[src/rtl/icache_responder_if.sv]
// Fetch-side and instruction-memory-side signals of the instruction cache responder.
// slave is the cache's view; master is the fetch/memory side that drives it.
interface icache_responder_if;
  logic [31:0]  pc_i;
  logic         invalidate_i;
  logic [31:0]  instr_o;
  logic         hit_o;
  logic         stall_o;
  logic         mem_req_o;
  logic [31:0]  mem_addr_o;
  logic         mem_ack_i;
  logic [127:0] mem_data_i;

  modport slave (
    input  pc_i,
    input  invalidate_i,
    output instr_o,
    output hit_o,
    output stall_o,
    output mem_req_o,
    output mem_addr_o,
    input  mem_ack_i,
    input  mem_data_i
  );

  modport master (
    output pc_i,
    output invalidate_i,
    input  instr_o,
    input  hit_o,
    input  stall_o,
    input  mem_req_o,
    input  mem_addr_o,
    output mem_ack_i,
    output mem_data_i
  );
endinterface

[src/rtl/icache_responder.sv]
// Direct-mapped, read-only instruction cache serving fetch combinationally on a hit.
// On a miss it stalls fetch and refills the whole line over a req/ack handshake.
module icache_responder #(
  parameter int unsigned NUM_LINES  = 4,
  parameter int unsigned LINE_BYTES = 16
) (
  input logic               clk_i,
  input logic               rsn_i,
  icache_responder_if.slave bus
);

  localparam int unsigned OFF_W = $clog2(LINE_BYTES);
  localparam int unsigned IDX_W = $clog2(NUM_LINES);
  localparam int unsigned TAG_W = 32 - OFF_W - IDX_W;

  typedef enum logic [1:0] {
    IDLE,
    REQ,
    REFILL
  } state_e;

  state_e                 state_q, state_d;
  logic [31:0]            addr_q, addr_d;
  logic [NUM_LINES-1:0]   valid_q, valid_d;
  logic [TAG_W-1:0]       tag_q  [NUM_LINES];
  logic [127:0]           data_q [NUM_LINES];

  logic [IDX_W-1:0]       lk_idx;
  logic [TAG_W-1:0]       lk_tag;
  logic [1:0]             lk_word;
  logic [IDX_W-1:0]       fill_idx;
  logic                   fill_we;
  logic                   hit;
  logic                   unused_pc_bits;

  assign lk_idx         = bus.pc_i[OFF_W +: IDX_W];
  assign lk_tag         = bus.pc_i[31 -: TAG_W];
  assign lk_word        = bus.pc_i[3:2];
  assign fill_idx       = addr_q[OFF_W +: IDX_W];
  assign unused_pc_bits = ^bus.pc_i[1:0];

  assign hit = (state_q == IDLE) && valid_q[lk_idx] && (tag_q[lk_idx] == lk_tag);

  assign bus.hit_o      = hit;
  assign bus.stall_o    = ~hit;
  assign bus.instr_o    = hit ? data_q[lk_idx][32*lk_word +: 32] : '0;
  assign bus.mem_req_o  = (state_q == REQ);
  assign bus.mem_addr_o = addr_q;

  always_comb begin
    state_d = state_q;
    addr_d  = addr_q;
    valid_d = valid_q;
    fill_we = 1'b0;

    // Invalidate clears first so a fill completing in the same cycle still lands valid.
    if (bus.invalidate_i) begin
      valid_d = '0;
    end

    unique case (state_q)
      IDLE: begin
        if (!hit && !bus.invalidate_i) begin
          addr_d  = {bus.pc_i[31:OFF_W], {OFF_W{1'b0}}};
          state_d = REQ;
        end
      end
      REQ: begin
        if (bus.mem_ack_i) begin
          fill_we           = 1'b1;
          valid_d[fill_idx] = 1'b1;
          state_d           = REFILL;
        end
      end
      REFILL: begin
        state_d = IDLE;
      end
      default: begin
        state_d = IDLE;
      end
    endcase
  end

  always_ff @(posedge clk_i or negedge rsn_i) begin
    if (!rsn_i) begin
      state_q <= IDLE;
      addr_q  <= '0;
      valid_q <= '0;
    end else begin
      state_q <= state_d;
      addr_q  <= addr_d;
      valid_q <= valid_d;
    end
  end

  // Tag/data arrays carry no reset; valid bits alone gate their use.
  always_ff @(posedge clk_i) begin
    if (fill_we) begin
      data_q[fill_idx] <= bus.mem_data_i;
      tag_q[fill_idx]  <= addr_q[31 -: TAG_W];
    end
  end

endmodule

[src/flat_wrapper.sv]
// flat-port wrapper written by rule: the top's interface ports become plain ports
module icache_responder_flat 
#(
  parameter int unsigned NUM_LINES  = 4,
  parameter int unsigned LINE_BYTES = 16
)
  (clk_i, rsn_i, bus_pc_i, bus_invalidate_i, bus_instr_o, bus_hit_o, bus_stall_o, bus_mem_req_o, bus_mem_addr_o, bus_mem_ack_i, bus_mem_data_i);
  icache_responder_if bus_i ();
  input logic clk_i;
  input logic rsn_i;
  input wire logic [$bits(bus_i.pc_i)-1:0] bus_pc_i;
  input wire logic [$bits(bus_i.invalidate_i)-1:0] bus_invalidate_i;
  output wire logic [$bits(bus_i.instr_o)-1:0] bus_instr_o;
  output wire logic [$bits(bus_i.hit_o)-1:0] bus_hit_o;
  output wire logic [$bits(bus_i.stall_o)-1:0] bus_stall_o;
  output wire logic [$bits(bus_i.mem_req_o)-1:0] bus_mem_req_o;
  output wire logic [$bits(bus_i.mem_addr_o)-1:0] bus_mem_addr_o;
  input wire logic [$bits(bus_i.mem_ack_i)-1:0] bus_mem_ack_i;
  input wire logic [$bits(bus_i.mem_data_i)-1:0] bus_mem_data_i;
  assign bus_i.pc_i = bus_pc_i;
  assign bus_i.invalidate_i = bus_invalidate_i;
  assign bus_instr_o = bus_i.instr_o;
  assign bus_hit_o = bus_i.hit_o;
  assign bus_stall_o = bus_i.stall_o;
  assign bus_mem_req_o = bus_i.mem_req_o;
  assign bus_mem_addr_o = bus_i.mem_addr_o;
  assign bus_i.mem_ack_i = bus_mem_ack_i;
  assign bus_i.mem_data_i = bus_mem_data_i;
  icache_responder #(.NUM_LINES(NUM_LINES), .LINE_BYTES(LINE_BYTES)) u_core (.clk_i(clk_i), .rsn_i(rsn_i), .bus(bus_i));
endmodule
[config.mk]
export PLATFORM = sky130hd
export DESIGN_NAME = icache_responder_flat
export DESIGN_NICKNAME = d
export VERILOG_FILES = /design/src/rtl/icache_responder_if.sv /design/src/rtl/icache_responder.sv /design/src/flat_wrapper.sv
export SDC_FILE = /design/constraint.sdc
export NUM_CORES = 1
export LEC_CHECK = 0
export ABC_AREA = 1
export CELL_PAD_IN_SITES_DETAIL_PLACEMENT = 1
export CELL_PAD_IN_SITES_GLOBAL_PLACEMENT = 1
export CORE_UTILIZATION = 35
export DETAILED_ROUTE_END_ITERATION = 7
export PLACE_DENSITY = 0.65
export SLEW_MARGIN = 5
export SYNTH_ARGS = -nofsm -noshare
export SYNTH_HDL_FRONTEND = slang
export SYNTH_SLANG_ARGS = --single-unit
[constraint.sdc]
create_clock -name clk_i -period 13.8 [get_ports clk_i]
set_input_delay 2.76 -clock clk_i [delete_from_list [all_inputs] [get_ports clk_i]]
set_output_delay 2.76 -clock clk_i [all_outputs]
set_load 0.02 [all_outputs]
==> reports/results.ini <==
[status]
status = complete, no violations

[cells_and_area]
most-common-layout-cells = nand2_1, edfxtp_1, nand3_1
mostFrequentLayoutCell = nand2_1
nets = 2574
drive_gt1_share_pct = 6.450
finalInstanceArea_um2 = 31810
fin_util_pct = 42.66
area_growth_syn_to_layout_pct = 20.38
fin_cells = 3444

[grt]
grt_max_degree = 142
grt_pass1_wl_um = 118000
grt_use_total_pct = 20.39
antenna_found_initial = 23
overflow = 0
grt_pass1_vias = 19250

[timing]
tns_ps = 0
skew_ps = 28.52
finalSetupViolCount = 0
tightest_slew_ps = 1114
clock.fmax_ghz = 0.09856
rsz0062_at_grt = false
timing.final.crit_share_pct = 73.52
maxSlewHeadroom_pct = 24.76
fin_crit_ps = 10150
maxSlewViolCount = 0
finalHoldViolCount = 0

[floorplanning]
row_count = 100
die_width_um = 276.8
boundaryPins = 231
dieHeight_um = 276.8
dieArea_um2 = 76610
start_util_pct = 35.44
core_area_um2 = 74570

[clocking]
cts_buffer_depth = 3
holdBufCountCts = 0
post_cts_buffers = 0
clk_pin_slew_ps = 60
numCtsBuffers = 74
h-tree-depth = 3
clock_latency_ps = 620
clock-sinks = 650
ctsResizeCount = 0
clockRootBuffer = clkbuf_16
cts_tree = built

[worst_hold_path]
min_path_cells = 2
hp-class = flop to flop
hold_start = u_core.valid_q[3]$_DFF_PN0_

[critical_path]
cp-start-kind = input pin
end_kind = output pin
path_max_fanout = 129
crit_arrival_ps = 7390
r2r_start = u_core.state_q[1]$_DFFE_PN0P_
crit_type = input pin to output pin
r2r_cells = 5
crit_start = bus_pc_i[4]
worstPathRequired_ps = 11040

[placed_design]
place_inst = 3303
portBuffers = 224
gp_congestion = 0.7525
hpwlAfterDp_um = 45260
dpl-instance-area_um2 = 29520

[flow_run]
max_cap_violations = 0

[drt]
drtAntennaViolNets = 0
finalWirelength_um = 78060
dr.pass1.iters = 5
drtIter0Drc = 1196
drc = 0
post_drt_wl_per_cell_um = 22.67
vias_per_cell = 5.229
vias = 18010

[synthesis]
synth.avg_cell_area_um2 = 11.90
yosysUniqueCellTypes = 26
syn-cell-area_um2 = 26430
synth_seq_cells = 650
yosysWarnings = 0
syn_inst = 2221
ys_seq_area_share_pct = 73.21

[power]
p_switching_mw = 1.254
p_sw_share_pct = 25.40
combPwrFrac_pct = 12.0
p_per_area_nw_per_um2 = 155.2
seqPwrFrac_pct = 50.3
total_leakage_power_nw = 11.39
internal_power_mw = 3.684
ir_drop_uv = 82.70
clock_power_share_pct = 37.7

synth_stat cells:
cell / instances / area share (%)
nand4_1: 3 / 0.071
o31ai_1: 8 / 0.23
o311ai_0: 24 / 0.80
inv_1: 29 / 0.41
a22oi_1: 23 / 0.65
inv_2: 2 / 0.028
buf_4: 13 / 0.37
nor3_2: 15 / 0.57
a21oi_1: 112 / 2.1
buf_1: 15 / 0.21
or2_2: 1 / 0.024
xnor2_1: 2 / 0.066
nand3b_1: 18 / 0.51
nor2_1: 30 / 0.43
clkbuf_1: 51 / 0.72
dfrtp_1: 34 / 3.2
nand3_1: 343 / 6.5
buf_2: 60 / 1.1
edfxtp_1: 616 / 70
nor3b_1: 1 / 0.028
nand2_1: 781 / 11
conb_1: 1 / 0.014
o21ai_1: 2 / 0.038
nor3_1: 18 / 0.34
o21ai_0: 16 / 0.30
buf_6: 3 / 0.13
worst max-delay path: stages:
cell	delay (ps)
buf_8	280
inv_8	680
buf_4	630
buf_4	700
a21oi_1	140
o311ai_0	790
nand2_1	280
nor3_1	280
clkdlybuf4s50_1	670
layout make-up:
type / count / area, um2
clock buffers: 93 / 1954
fillers: 7820 / 42760
repair buffers: 252 / 2491
diodes: 10 / 25.02
well taps: 969 / 1212
multi-input cells: 1401 / 6335
flip-flops and latches: 650 / 19350
inverters: 31 / 128.9
clock inverters: 38 / 317.8
stage by stage:
stage               hold slack (ps)  setup WS (ps)  power [mW]
floorplan                     447.8           3785       2.841
global placement              478.2           3806       3.095
detailed placement            477.7           3684       3.124
CTS                           492.3           3681       4.998
global route                  517.3           3382       5.128
finish                        489.1           3654       4.938
power by group through the flow:
stage	registers [mW]	logic [mW]	clock network [mW]
2_1_floorplan	2.58	0.266	0
3_3_place_gp	2.51	0.584	0
3_5_place_dp	2.53	0.598	0
4_1_cts	2.49	0.603	1.91
5_1_grt	2.50	0.648	1.98
6_report	2.49	0.591	1.86
registers in the layout, indices dropped and copies added (netlist names):
name	cells
u_core.data_q	512
u_core.tag_q	104
u_core.bus.mem_addr_o	28
u_core.valid_q	4
u_core.state_q	2
metal layers:
layer / up-vias / track usage [%] / share of wire (%)
met5: - / 0 / 0.22
met4: 26 / 8.006 / 2.6
met3: 128 / 4.294 / 5.0
met2: 377 / 33.44 / 48
met1: 9218 / 26.41 / 44
li1: 8260 / - / -
worst paths after layout:
path	to	slack, ps
min reg2reg	u_core.valid_q[3]$_DFF_PN0_	490
max in group asynchronous	u_core.bus.mem_addr_o[19]$_DFFE_PN0P_	10810
min in group asynchronous	u_core.bus.mem_addr_o[9]$_DFFE_PN0P_	2590
max	bus_instr_o[27]	3650
min	u_core.valid_q[3]$_DFF_PN0_	490
max reg2reg	u_core.data_q[2][105]$_DFFE_PP_	10170
cell families (layout without fill, tap and decap cells):
kind of cell,after synthesis,count (layout),share of synthesized area (%)
AND/OR/NAND/NOR,1210,1210,19.56
flip-flops,650,650,73.21
AO/OA/AOI/OAI,185,185,4.138
buffers and inverters,173,414,3.011
XOR/XNOR,2,2,0.06629
other,1,14,0.01419
Note: power is estimated with default switching activity, not from simulation.
